## src/rtl/regfile_dump.sv

```systemverilog
// regfile_dump: walks a register file through its combinational read port
// and streams each register out as a valid/ready beat.
//   clk, rst        clock, asynchronous active-high reset
//   start           one-cycle dump request (only honoured while idle)
//   ra / rd         read-port address out, read data back in the same cycle
//   out_valid/ready handshake for out_data/out_idx/out_last
//   busy            high whenever the walker is not idle
//   done            one-cycle pulse once the final beat has been accepted
// Optional feature: define REGDUMP_CHECKSUM_EN to append an XOR checksum beat
// (out_idx=0, out_last=1) after the LAST_REG beat.
module regfile_dump #(
  parameter int unsigned FIRST_REG = 0,
  parameter int unsigned LAST_REG  = 31
) (
  input  logic        clk,
  input  logic        rst,
  input  logic        start,
  output logic [4:0]  ra,
  input  logic [31:0] rd,
  output logic        out_valid,
  input  logic        out_ready,
  output logic [31:0] out_data,
  output logic [4:0]  out_idx,
  output logic        out_last,
  output logic        busy,
  output logic        done
);

  localparam int unsigned IW = 5;
  localparam int unsigned DW = 32;

  typedef enum logic [1:0] {S_IDLE, S_READ, S_HOLD, S_DONE} state_t;

  state_t          r_state, w_state_nxt;
  logic [IW-1:0]   r_idx, w_idx_nxt;
  logic [IW-1:0]   r_ra, w_ra_nxt;
  logic [DW-1:0]   r_out_data, w_out_data_nxt;
  logic [IW-1:0]   r_out_idx, w_out_idx_nxt;
  logic            r_out_last, w_out_last_nxt;
  logic            r_out_valid, r_busy, r_done;
  logic            w_at_last;

  assign w_at_last = (r_idx == IW'(LAST_REG));

`ifdef REGDUMP_CHECKSUM_EN
  logic [DW-1:0]   r_csum, w_csum_nxt;
  logic            r_csum_beat, w_csum_beat_nxt;
`endif

  // Next-state and next-value logic
  always_comb begin
    w_state_nxt    = r_state;
    w_idx_nxt      = r_idx;
    w_ra_nxt       = r_ra;
    w_out_data_nxt = r_out_data;
    w_out_idx_nxt  = r_out_idx;
    w_out_last_nxt = r_out_last;
`ifdef REGDUMP_CHECKSUM_EN
    w_csum_nxt      = r_csum;
    w_csum_beat_nxt = r_csum_beat;
`endif
    case (r_state)
      S_IDLE: begin
        if (start) begin
          w_idx_nxt   = IW'(FIRST_REG);
          w_ra_nxt    = IW'(FIRST_REG);
          w_state_nxt = S_READ;
`ifdef REGDUMP_CHECKSUM_EN
          w_csum_nxt      = '0;
          w_csum_beat_nxt = 1'b0;
`endif
        end
      end
      S_READ: begin
        w_out_data_nxt = rd;
        w_out_idx_nxt  = r_idx;
`ifdef REGDUMP_CHECKSUM_EN
        w_out_last_nxt = 1'b0;
`else
        w_out_last_nxt = w_at_last;
`endif
        w_state_nxt    = S_HOLD;
      end
      S_HOLD: begin
        if (out_ready) begin
`ifdef REGDUMP_CHECKSUM_EN
          if (r_csum_beat) begin
            w_out_last_nxt = 1'b0;
            w_state_nxt    = S_DONE;
          end else begin
            w_csum_nxt = r_csum ^ r_out_data;
            if (w_at_last) begin
              // Stay in HOLD and re-present the beat as the checksum word.
              w_out_data_nxt  = r_csum ^ r_out_data;
              w_out_idx_nxt   = '0;
              w_out_last_nxt  = 1'b1;
              w_csum_beat_nxt = 1'b1;
            end else begin
              w_idx_nxt   = r_idx + IW'(1);
              w_ra_nxt    = r_idx + IW'(1);
              w_state_nxt = S_READ;
            end
          end
`else
          if (w_at_last) begin
            w_out_last_nxt = 1'b0;
            w_state_nxt    = S_DONE;
          end else begin
            w_idx_nxt   = r_idx + IW'(1);
            w_ra_nxt    = r_idx + IW'(1);
            w_state_nxt = S_READ;
          end
`endif
        end
      end
      S_DONE: w_state_nxt = S_IDLE;
      default: w_state_nxt = S_IDLE;
    endcase
  end

  // State and output registers; status flags are registered from next state
  always_ff @(posedge clk or posedge rst) begin
    if (rst) begin
      r_state     <= S_IDLE;
      r_idx       <= '0;
      r_ra        <= '0;
      r_out_data  <= '0;
      r_out_idx   <= '0;
      r_out_last  <= 1'b0;
      r_out_valid <= 1'b0;
      r_busy      <= 1'b0;
      r_done      <= 1'b0;
    end else begin
      r_state     <= w_state_nxt;
      r_idx       <= w_idx_nxt;
      r_ra        <= w_ra_nxt;
      r_out_data  <= w_out_data_nxt;
      r_out_idx   <= w_out_idx_nxt;
      r_out_last  <= w_out_last_nxt;
      r_out_valid <= (w_state_nxt == S_HOLD);
      r_busy      <= (w_state_nxt != S_IDLE);
      r_done      <= (w_state_nxt == S_DONE);
    end
  end

`ifdef REGDUMP_CHECKSUM_EN
  // Checksum accumulator
  always_ff @(posedge clk or posedge rst) begin
    if (rst) begin
      r_csum      <= '0;
      r_csum_beat <= 1'b0;
    end else begin
      r_csum      <= w_csum_nxt;
      r_csum_beat <= w_csum_beat_nxt;
    end
  end
`endif

  assign ra        = r_ra;
  assign out_valid = r_out_valid;
  assign out_data  = r_out_data;
  assign out_idx   = r_out_idx;
  assign out_last  = r_out_last;
  assign busy      = r_busy;
  assign done      = r_done;

endmodule
```

## config.mk

```make
export PLATFORM = sky130hd
export DESIGN_NAME = regfile_dump
export DESIGN_NICKNAME = d
export VERILOG_FILES = /design/src/rtl/regfile_dump.sv
export SDC_FILE = /design/constraint.sdc
export NUM_CORES = 1
export LEC_CHECK = 0
export CAP_MARGIN = 20
export CORE_UTILIZATION = 40
export CTS_BUF_LIST = sky130_fd_sc_hd__clkbuf_2
export CTS_CLUSTER_SIZE = 10
export DETAILED_ROUTE_END_ITERATION = 7
export PLACE_DENSITY = 0.74
export SETUP_SLACK_MARGIN = 0.5
export SLEW_MARGIN = 0
export SYNTH_ARGS = -nofsm -noshare
export SYNTH_HDL_FRONTEND = slang
export SYNTH_SLANG_ARGS = --single-unit
```

## constraint.sdc

```tcl
create_clock -name clk -period 4.1 [get_ports clk]
set_input_delay 0.615 -clock clk [delete_from_list [all_inputs] [get_ports clk]]
set_output_delay 0.615 -clock clk [all_outputs]
set_load 0.02 [all_outputs]
```

==> flow_summary_export.csv <==
group,metric,value,unit
detailed_routing,route.detailed.wl_per_inst,12.5,µm
sta,min_period,2.17,ns
yosys,yosys.area_share.adder,1.31,%
worst_setup_path,capturing_point_of_the_worst_reg2reg_path,"ra[0]$_DFFE_PP0P_",
run_status,outcome,"finished, violations left",
die,initial_core_util,42.8,%
sta,final-setup-viol-count,0,
worst_setup_path,timing_worst_setup_path_type,"flop to primary output",
yosys,yosysTopAreaCellShare,62.8,%
sta,max_slew_margin,54.2,%
yosys,netlist-cell-type-count,25,
detailed_routing,detail_route.drc_violations,9,
place,post-place-ws,2.17,ns
yosys,netlist_area_before_placement,0.00191,mm²
clocking,clk-insertion-delay-late,0.41,ns
die,fp.dieW,71.2,µm
finish,insertedDiodeCount,0,
clocking,ctsHoldBuffers,0,
place,numPortBuffers,81,
clocking,path_clk_slew,0.23,ns
global_route,antenna_found_initial,0,
place,dp_hpwl,2.82,mm
finish,post_layout_utilization_of_the_core,63.1,%
min_path,hold_path.class,"input pin to async pin",
sta,setup_tns,0,ns
yosys,synth_commonest_cells,"nand2_1 (114), dfrtp_1 (48), buf_2 (4), buf_4 (4), nor2_1 (4)",
sta,finalClockSkew,0.00790,ns
detailed_routing,drt_iter0_markers,73,
worst_setup_path,setup.worst_path.end_class,"primary output",
finish,storage_element_area,0.00120,mm²
worst_setup_path,cpMaxStageDelayCell,"clkdlybuf4s50_1",
die,num_rows,24,
detailed_routing,firstDrtPassIters,7,
clocking,h_tree_depth_reported_by_cts,2,
clocking,ctsLongestPathBuffers,2,
worst_setup_path,critical_path.cell_chain,"clkdlybuf4s50_1",
global_route,first_global_vias,1514,
finish,finalInstanceArea,0.00282,mm²
worst_setup_path,arrival,1.55,ns
die,die_h,71.2,µm
clocking,clock_tree.root_cell,"clkbuf_2",
worst_setup_path,path_depth,1,
detailed_routing,route.vias.total,1594,
clocking,clock_tree_from_tritoncts,"done",
detailed_routing,detailed_route_wire_length,4.20,mm
yosys,post_synth_main_area_contributors,"dfrtp_1 (63%), nand2_1 (22%), buf_4 (1.6%)",
yosys,number_of_synthesized_register_bits,48,
power,p_leak,1.39,nW
sta,worst_slew_pin_slew,0.684,ns
yosys,synth-xor-area-share,0,%
worst_setup_path,worst_setup_path_start_kind,"flop",
yosys,synthesis.area_per_instance,9.42,µm²
yosys,post_synth_and_or_nand_nor_area_fraction,27.5,%
sta,layout_worst_path_cycle_share,52.8,%
sta,grt_setup_unrepaired,"no",
yosys,synth_top_family_by_area,"simple AND/OR/NAND/NOR gates",
clocking,cts_sinks,48,
run,drv.max_cap_violation_count,0,
finish,finalNetCount,322,
global_route,grt_use_total,17.9,%
worst_setup_path,critPathRequiredTime,3.48,ns
die,core-area,0.00447,mm²
finish,multiInputGateArea,646,µm²
clocking,cts_post_setup_buffers_inserted,0,
worst_setup_path,rr_startpoint,"ra[0]$_DFFE_PP0P_",
yosys,yosysMostFrequentCell,"nand2_1",
detailed_routing,vias_per_cell,4.73,
yosys,leading_register_cell_type_out_of_synthesis,"dfrtp_1",
worst_setup_path,max_stage_delay,0.65,ns
yosys,yosys_warnings,0,
global_route,grt_max_degree,49,
run_status,failing_checks,"design-rule violations",
finish,post_route_cells_drive_above_1_share,5.26,%
die,fp.dieArea,0.00506,mm²
finish,n_fill_cell,407,
power,max-vdd-ir-drop,331,µV
global_route,grt_first_pass_wirelength,6.95,mm
yosys,synth_mux_area_share,1.64,%
yosys,synth_edf_count,0,
yosys,synth-compound-area-share,3.20,%
worst_setup_path,worstPathBufferInverterCount,1,
sta,report.final.slew_viol_count,0,
yosys,asyncSetResetFlopFracSynth,100,%
sta,finalHoldWorstSlack,0.460,ns
place,gp_routability_congestion,0.716,
sta,hold_viol_final,0,
clocking,cts_resized,0,
worst_setup_path,critPathMaxFanout,7,
die,boundaryPins,82,
clocking,cts_buffers,5,
worst_setup_path,kind_of_cell_adding_the_most_delay_to_the_critical_path,"buffers and inverters",
sta,max_clock_freq,0.462,GHz
power,pwr_density_cell,710,mW/mm²
yosys,synth_nets,241,
finish,syn_to_final_growth,47.6,%
global_route,grt_overflow,0,
sta,timing.final.ws_setup,1.93,ns
worst_setup_path,ff2ff_path_depth,6,
yosys,netlist_instances,203,
worst_setup_path,timing.reg2reg.setup_slack,2.15,ns
place,place_area,0.00274,mm²
yosys,synth_seq_area_share,62.8,%
detailed_routing,ant_nets,0,
yosys,synthDominantAreaCellType,"dfrtp_1",
## kinds of logic after synthesis
kind of cell	after synthesis
and+or+nand+nor	130
DFF	48
buffers and inverters	11
adders and majority gates	2
muxes	3
AOI/OAI and AO/OA	9
## stage by stage
stage | power (mW) | cells
after global placement | 1.76 | 328
final | 2.01 | 337
after CTS | 2.03 | 336
after floorplan | 1.32 | 203
after global routing | 2.16 | 337
after detailed placement | 1.78 | 328
## cell usage in the layout, fill, tap and decap left out, types with 2 or more instances in the layout
cell             Yosys  final
a21oi_1              2      2
a22o_1               2      2
buf_4                4      2
clkbuf_2             0      5
clkdlybuf4s50_1      0     81
clkinv_1             0      2
dfrtp_1             48     48
ha_1                 2      2
mux2i_1              2      2
nand2_1            114    114
nand2b_1             2      2
nand3_1              2      2
nor2_1               4      4
o21ai_0              3      3
## metal layers
layer	GRT usage, %	part of all wire (%)	vias up	wire length [µm]
met1	23.4	43	732	1820
met2	28.1	45	65	1900
li1	-	-	791	-
met5	0	0	-	0
met3	6.55	10	6	426
met4	4.67	1.2	0	52
## registers in the layout, indices dropped and copies added, names as in the netlist
name and flops:
busy 1, done 1, out_data 32, out_idx 5, out_last 1, out_valid 1, r_state 2, ra 5
## power by group
group          switching [mW]  internal [mW]
clock network           0.144         0.0993
logic                   0.535          0.453
registers               0.115          0.660
## worst max path at each step
stage	start	endpoint	slack, ns
after floorplan	ra[0]$_DFFE_PP0P_	ra[0]$_DFFE_PP0P_	2.23
after global placement	rst	out_data[1]$_DFFE_PP0P_	2.22
after CTS	ra[2]$_DFFE_PP0P_	ra[2]	1.89
after global routing	ra[2]$_DFFE_PP0P_	ra[2]	1.81
after detailed placement	out_ready	ra[0]$_DFFE_PP0P_	2.17
final	ra[2]$_DFFE_PP0P_	ra[2]	1.93
## layout make-up
class	instances	share of cell area, %
inverters	1	0.133
clock inverters	3	1.33
well taps	52	2.30
clock buffers	5	0.886
flip-flops and latches	48	42.5
repair buffers	84	30.0
multi-input cells	144	22.9
No activity file was read; power rests on OpenSTA's default activity.
